$ cat config.mk
export PLATFORM = sky130hd
export DESIGN_NAME = regfile_write_arbiter
export DESIGN_NICKNAME = d
export VERILOG_FILES = /design/src/rtl/regfile_write_arbiter.sv
export SDC_FILE = /design/constraint.sdc
export NUM_CORES = 1
export LEC_CHECK = 0
export CAP_MARGIN = 20
export CELL_PAD_IN_SITES_DETAIL_PLACEMENT = 1
export CELL_PAD_IN_SITES_GLOBAL_PLACEMENT = 2
export CORE_MARGIN = 2
export CORE_UTILIZATION = 25
export DETAILED_ROUTE_END_ITERATION = 6
export HOLD_SLACK_MARGIN = 0.15
export PLACE_DENSITY = 0.83
export RECOVER_POWER = 25
export SYNTH_ARGS = -nofsm -noshare
export SYNTH_HDL_FRONTEND = slang
export SYNTH_SLANG_ARGS = --single-unit
$ cat constraint.sdc
create_clock -name Clock -period 3.7 [get_ports Clock]
set_input_delay 0.555 -clock Clock [delete_from_list [all_inputs] [get_ports Clock]]
set_output_delay 0.555 -clock Clock [all_outputs]
set_load 0.01 [all_outputs]
$ cat src/rtl/regfile_write_arbiter.sv
// Shares the single register-file write port between WB, the buffered jal link and the MDU.
// Write port is registered (grant in cycle n, write in n+1); WB never stalls, jal stalls via StallD, MDU via MduReady.
module regfile_write_arbiter #(
    parameter int          STARVE_LIMIT = 4,
    parameter logic [4:0]  LINK_REG     = 5'd31
) (
    input  logic        Clock,
    input  logic        Reset_n,
    input  logic        RegWriteW,
    input  logic [4:0]  WriteRegW,
    input  logic [31:0] ResultW,
    input  logic        JalD,
    input  logic [31:0] PCnormalD,
    input  logic        MduValid,
    input  logic [4:0]  MduReg,
    input  logic [31:0] MduData,
    output logic        MduReady,
    output logic        RegWE,
    output logic [4:0]  RegWAddr,
    output logic [31:0] RegWData,
    output logic        StallD,
    output logic [31:0] PendingMask,
    output logic        MduStarved
);

    localparam int SW = $clog2(STARVE_LIMIT + 1);

    logic          link_valid;
    logic [31:0]   link_val;
    logic [1:0]    link_age;
    logic [SW-1:0] starve_cnt;

    logic wb_req;
    logic mdu_req;
    logic starve_at_limit;
    logic mdu_xfer;
    logic mdu_wr;
    logic link_grant;
    logic supersede;
    logic link_capture;

    assign wb_req          = RegWriteW & (WriteRegW != 5'd0);
    assign mdu_req         = MduValid & (MduReg != 5'd0);
    assign starve_at_limit = (starve_cnt == SW'(STARVE_LIMIT));

    // Gated by reset so no MDU handshake can complete while the block is held in reset.
    assign MduReady   = Reset_n & ~wb_req & (~link_valid | starve_at_limit);
    assign mdu_xfer   = MduValid & MduReady;
    assign mdu_wr     = mdu_xfer & mdu_req;

    // An MDU transfer to $0 writes nothing, so the link may still use the port that cycle.
    assign link_grant   = ~wb_req & link_valid & ~mdu_wr;
    assign supersede    = wb_req & (WriteRegW == LINK_REG) & link_valid & (link_age == 2'd3);
    assign StallD       = JalD & link_valid & ~link_grant;
    assign link_capture = JalD & ~StallD;
    assign MduStarved   = starve_at_limit;

    always_comb begin
        PendingMask = '0;
        if (link_valid)
            PendingMask[LINK_REG] = 1'b1;
        if (Reset_n & mdu_req & ~mdu_xfer)
            PendingMask[MduReg] = 1'b1;
        PendingMask[0] = 1'b0;
    end

    always_ff @(posedge Clock or negedge Reset_n) begin
        if (!Reset_n) begin
            RegWE    <= 1'b0;
            RegWAddr <= 5'd0;
            RegWData <= 32'd0;
        end else begin
            RegWE <= wb_req | link_grant | mdu_wr;
            if (wb_req) begin
                RegWAddr <= WriteRegW;
                RegWData <= ResultW;
            end else if (mdu_wr) begin
                RegWAddr <= MduReg;
                RegWData <= MduData;
            end else if (link_grant) begin
                RegWAddr <= LINK_REG;
                RegWData <= link_val;
            end else begin
                RegWAddr <= 5'd0;
                RegWData <= 32'd0;
            end
        end
    end

    // A stale link is dropped when WB overwrites the same register; a young one still lands after it.
    always_ff @(posedge Clock or negedge Reset_n) begin
        if (!Reset_n) begin
            link_valid <= 1'b0;
            link_val   <= 32'd0;
            link_age   <= 2'd0;
        end else if (link_capture) begin
            link_valid <= 1'b1;
            link_val   <= PCnormalD;
            link_age   <= 2'd0;
        end else if (link_grant | supersede) begin
            link_valid <= 1'b0;
            link_age   <= 2'd0;
        end else if (link_valid && link_age != 2'd3) begin
            link_age   <= link_age + 2'd1;
        end
    end

    always_ff @(posedge Clock or negedge Reset_n) begin
        if (!Reset_n)
            starve_cnt <= '0;
        else if (mdu_xfer)
            starve_cnt <= '0;
        else if (MduValid & link_valid & ~wb_req & ~starve_at_limit)
            starve_cnt <= starve_cnt + SW'(1);
    end

endmodule

[Word level (Yosys, flattened, before mapping)]
Cells that the tools add are included.
Storage, ports and cells
  flip-flop bits (word level): 76
  input bits: 111
  output and inout port bits: 73
Cells by class
  $add $sub $neg: 2
  $lt $le $gt $ge: 2
  equality and inequality tests: 4
  mux-type cells: 17
  bitwise gates (word level): 31
  reductions and logical operators: 7
Operator list (count)
  $mux W32: 4
  $or A32 B32 Y32: 1
  $and A1 B1 Y1: 19
  $mux W5: 3
  $reduce_bool A5 Y1: 2
  $not A1 Y1: 7
  $lt A5 B6 Y1 const B: 1
  $mux W2: 3
  $mux W3: 2
  $demux W1 S5: 1
  $eq A5 B5 Y1 const B: 1
  $ge A5 B1 Y1 const B: 1
  $mux W1: 4
  $or A1 B1 Y1: 4
  $reduce_bool A2 Y1: 2
  $add A3 B1 Y3 const B: 1
  $eq A3 B3 Y1 const B: 1
  $reduce_bool A3 Y1: 1
  $add A2 B1 Y2 const B: 1
  $eq A2 B2 Y1 const B: 1
  $logic_and A1 B1 Y1: 2
  $ne A2 B2 Y1 const B: 1

[Longest topological paths before layout]
  word-level depth: 14
  gate-level depth with buffers: 9
  gate-level depth less buffers: 6

[Worst setup path before layout]
OpenSTA, ideal clock, no wires.
  kind: input to output
  start: in WriteRegW[0]
  end: out PendingMask[31]
  arrival time: 2.041 ns
  data required time: 3.145 ns
  setup slack: 1.104 ns
  stages: 5
  path buffers: 1
  cells stage by stage: or4_1 o21a_1 buf_2 o2111ai_1 o21bai_1
Between the ends
  cells in the longest elaborated chain, start to end: 9
RTL lines
  start, declared: line 10  | input logic [4:0] WriteRegW,
  $reduce_bool A5 Y1: line 42  | assign wb_req = RegWriteW & (WriteRegW != 5'd0);
  $and A1 B1 Y1: line 42
  $not A1 Y1: line 47  | assign MduReady = Reset_n & ~wb_req & (~link_valid | starve_at_limit);
  $and A1 B1 Y1 (2 in series): line 47
  $and A1 B1 Y1: line 48  | assign mdu_xfer = MduValid & MduReady;
  $not A1 Y1: line 62  | if (Reset_n & mdu_req & ~mdu_xfer)
  $and A1 B1 Y1: line 62
  $mux W32: line 62
  end, declared: line 22  | output logic [31:0] PendingMask,
No other way between the ends.

[Worst setup path after layout]
  start: in WriteRegW[1]
  end: out PendingMask[12]
The elaborated chain is that of the path after synthesis.

==> results.md <==
- Via count of the first global-routing pass: about 3,700
- Overall Global Routing Usage: between 10% and 20%
- Clock slew at reported path FFs: 60 ps
- Clock H-tree levels: 3
- Net count after synthesis: about 450
- Switching power share of the total: 31.6%
- Share of async-settable or async-resettable flops after synthesis: 100%
- Seq pwr share: around 38%
- Post-CTS resize count: 0
- Iter 0 DRT Violations: 95
- HPWL after DPL: approximately 9000 µm
- Critical path arrival: around 2900 ps
- Required time of the worst setup path: between 3000 and 4000 ps
- # DRC: 0
- TritonCTS sink count: 76
- Synthesized instance count: approximately 330
- Predominant post-synthesis flop cell: sky130_fd_sc_hd__dfrtp_1
- Finished Cell Area: between 5000 and 6000 µm²
- Total vias in the final route: around 3,400
- HP Class: input port to asynchronous set/reset pin
- Fill cell count: 1,597
- Worst R2R Setup Slack: ~1500 ps
- Timing-limited maximum frequency: just under 0.3 GHz
- Number of synthesized flops with an enable pin: 0
- Number of antenna violations at the first check in global routing: 0
- Maximum buffer depth of the clock tree: 2
- Setup violators final: 0
- Port Buffers: 182
- Setup repair after global routing missed its margin: no
- Row Count: 44
- Pwr Total: roughly 3300 µW
- Root Buffer: sky130_fd_sc_hd__clkbuf_16
- Result of the run: complete, no violations
- Overall die area: about 16,000 µm²
- Area Overhead vs Synth: 62.0%
- Psw: around 1000 µW
- Power Dens Cells: ~560 nW/µm²
- Via count normalized by instance count: 4.82
- Internal power: about 2300 µW
- Peak VDD IR: ~0.18 mV
- Share of final-layout standard cells stronger than drive strength 1: under 10%
- Clock share of power: roughly 25%
- Number of buffers inserted by hold repair at cts: 0
- Clock tree from TritonCTS: built
- Launching element type of the critical path: input port
- Post-synthesis cell type count: 40
- Critical Path Fanout Max: 7
- Initial standard-cell utilization of the core: 25.3%
- Post-synthesis sequential area ratio: a little over half
- Warnings from Yosys: 0
- Final worst clock skew: about 7.0 ps
- Layout Nets: around 620
- Total Wirelength: about 12,000 µm
- Slew of the pin with the lowest slew margin: 549 ps
- Slew Limit Fails: 0
- Number of failing hold endpoints at the final stage: 0
- Gp weighted congestion: approximately 0.75
- Skew-Pair Late Insertion Delay: 340 ps
- Worst-case hold slack: between 400 and 500 ps
- Time the worst path needs with I/O delays and setup: around 3400 ps
- Chip height: 125 µm
- Worst slew margin relative to its limit: between 60% and 70%
- Core Footprint: about 14,000 µm²
- Mean instance size in the synthesized netlist: around 11 µm²
- Setup CP Type: input port to output port
- Part of the cycle the worst path needs: a little over 90%
- Combined area of all synthesized cells: about 3600 µm²
- Crit path capture type: output port
- Flip-flop and latch count after synthesis: 76
- Fin Setup TNS: 0 ps
- I/O pins: about 180
- Horizontal die dimension: 125 µm
- Placement-stage cell area: roughly 5600 µm²
- # Max-Cap Violations: 0
- Number of inserted diodes: 0
- Maximum number of pins on one net before global-route repair: between 40 and 50
- Number of optimization iterations in the first detailed-route pass: 4
- Remaining number of nets flagged by the antenna check after routing: 0
- Overflow left after global routing: 0
- Number of buffers created by CTS: 9
- Average detailed-routed wire length per instance: ~18 µm
- Post CTS Setup Buffer Count: 0
- Leakage power: about 0.0024 µW
- First-pass GRT wire length: roughly 20,000 µm
- Comb power frac: 37.7%
==> stage by stage <==
step	utilization, %	cells	worst slack (ps)
after floorplan	-	333	1100
after global placement	39.1	683	313
after detailed placement	39.1	683	232
after CTS	41.0	698	232
after global routing	41.0	698	124
final	41.0	698	268
==> cells in the mapped netlist (all sizes together) (4+ instances only) <==
library cell | n | area share [%]
a221o | 37 | 10
buf | 13 | 2.7
clkbuf | 14 | 1.4
dfrtp | 76 | 52
inv | 6 | 0.62
mux2 | 33 | 10
nand2 | 37 | 3.8
nor2 | 33 | 3.4
nor2b | 4 | 0.69
nor3 | 32 | 4.4
o2111ai | 5 | 1.4
o21ai | 5 | 0.69
==> worst paths after layout <==
kind | from | to | cells past startpoint
setup / recovery | WriteRegW[1] | PendingMask[12] | 6
hold / removal | Reset_n | RegWData[7]$_DFF_PN0_ | 2
setup reg to reg | starve_cnt[0]$_DFFE_PN0P_ | RegWData[26]$_DFF_PN0_ | 7
hold reg to reg | link_val[28]$_DFFE_PN0P_ | link_val[28]$_DFFE_PN0P_ | 1
max in group asynchronous | Reset_n | RegWData[26]$_DFF_PN0_ | 3
min in group Clock | link_val[28]$_DFFE_PN0P_ | link_val[28]$_DFFE_PN0P_ | 1
==> sequential cells by signal (all words and copies together), names as in the netlist <==
| signal | cells |
|---|---|
| RegWAddr | 5 |
| RegWData | 32 |
| RegWE | 1 |
| link_age | 2 |
| link_val | 32 |
| link_valid | 1 |
| starve_cnt | 3 |
==> power groups by stage <==
stage          logic [µW]  clock network, µW  registers [µW]
2_1_floorplan         620                  0            1290
3_3_place_gp         1240                  0            1250
3_5_place_dp         1280                  0            1260
4_1_cts              1280                851            1250
5_1_grt              1380                877            1280
6_report             1250                822            1240
==> placed cells by master, fill, tap and decap left out, types with 2 or more instances in the layout <==
cell / synthesis / routed
sky130_fd_sc_hd__or3_1: 3 / 3
sky130_fd_sc_hd__nand3_1: 3 / 2
sky130_fd_sc_hd__ha_1: 3 / 3
sky130_fd_sc_hd__nor3_1: 32 / 32
sky130_fd_sc_hd__and2_1: 2 / 2
sky130_fd_sc_hd__mux2_2: 4 / 4
sky130_fd_sc_hd__or3b_2: 3 / 3
sky130_fd_sc_hd__nor2b_1: 4 / 4
sky130_fd_sc_hd__o21ai_1: 2 / 2
sky130_fd_sc_hd__and3_1: 2 / 2
sky130_fd_sc_hd__o21ai_0: 3 / 3
sky130_fd_sc_hd__clkbuf_8: 0 / 2
sky130_fd_sc_hd__o211ai_1: 3 / 3
sky130_fd_sc_hd__inv_1: 6 / 6
sky130_fd_sc_hd__a221o_1: 37 / 37
sky130_fd_sc_hd__clkdlybuf4s50_1: 0 / 181
sky130_fd_sc_hd__mux2_1: 29 / 29
sky130_fd_sc_hd__o2111ai_1: 4 / 4
sky130_fd_sc_hd__buf_4: 1 / 11
sky130_fd_sc_hd__clkbuf_1: 14 / 4
sky130_fd_sc_hd__clkbuf_16: 0 / 9
sky130_fd_sc_hd__nand2_1: 37 / 37
sky130_fd_sc_hd__nand3b_1: 3 / 3
sky130_fd_sc_hd__dfrtp_1: 76 / 76
sky130_fd_sc_hd__nor2_1: 33 / 33
==> critical path, stage by stage <==
cell and delay [ps]:
sky130_fd_sc_hd__clkdlybuf4s50_1 450, sky130_fd_sc_hd__or4_1 570, sky130_fd_sc_hd__o21a_2 280, sky130_fd_sc_hd__o2111ai_2 420, sky130_fd_sc_hd__nor2_1 110, sky130_fd_sc_hd__clkdlybuf4s50_1 490
==> kinds of logic (layout without fill, tap and decap cells) <==
kind of cell,after synthesis,in the layout,share of synthesized area (%)
multiplexers,33,33,10.2
AO/OA/AOI/OAI,61,61,15.3
buffers and inverters,33,214,4.78
adder cells (fa/ha/maj),3,3,1.03
AND/OR/NAND/NOR,126,126,16.2
flip-flops,76,76,52.3
other,1,1,0.103
==> final cells by class <==
cell class	count	area [µm²]	area share, %
Sequential cell	76	1900	32.3
Timing Repair Buffer	193	1900	32.2
Multi-Input combinational cell	224	1570	26.6
Clock buffer	14	264	4.48
Tap cell	184	230	3.91
Inverter	6	22.5	0.382
Clock inverter	1	7.51	0.127
==> per-layer routing <==
metal | vias to the layer above | part of all wire (%) | GRT usage (%)
met3 | 18 | 6.4 | 4.47
li1 | 1572 | - | -
met5 | - | 0 | 0
met4 | 0 | 2.2 | 6.61
met1 | 1657 | 43 | 19.3
met2 | 114 | 49 | 27.8
(Power assumes the default switching activity.)
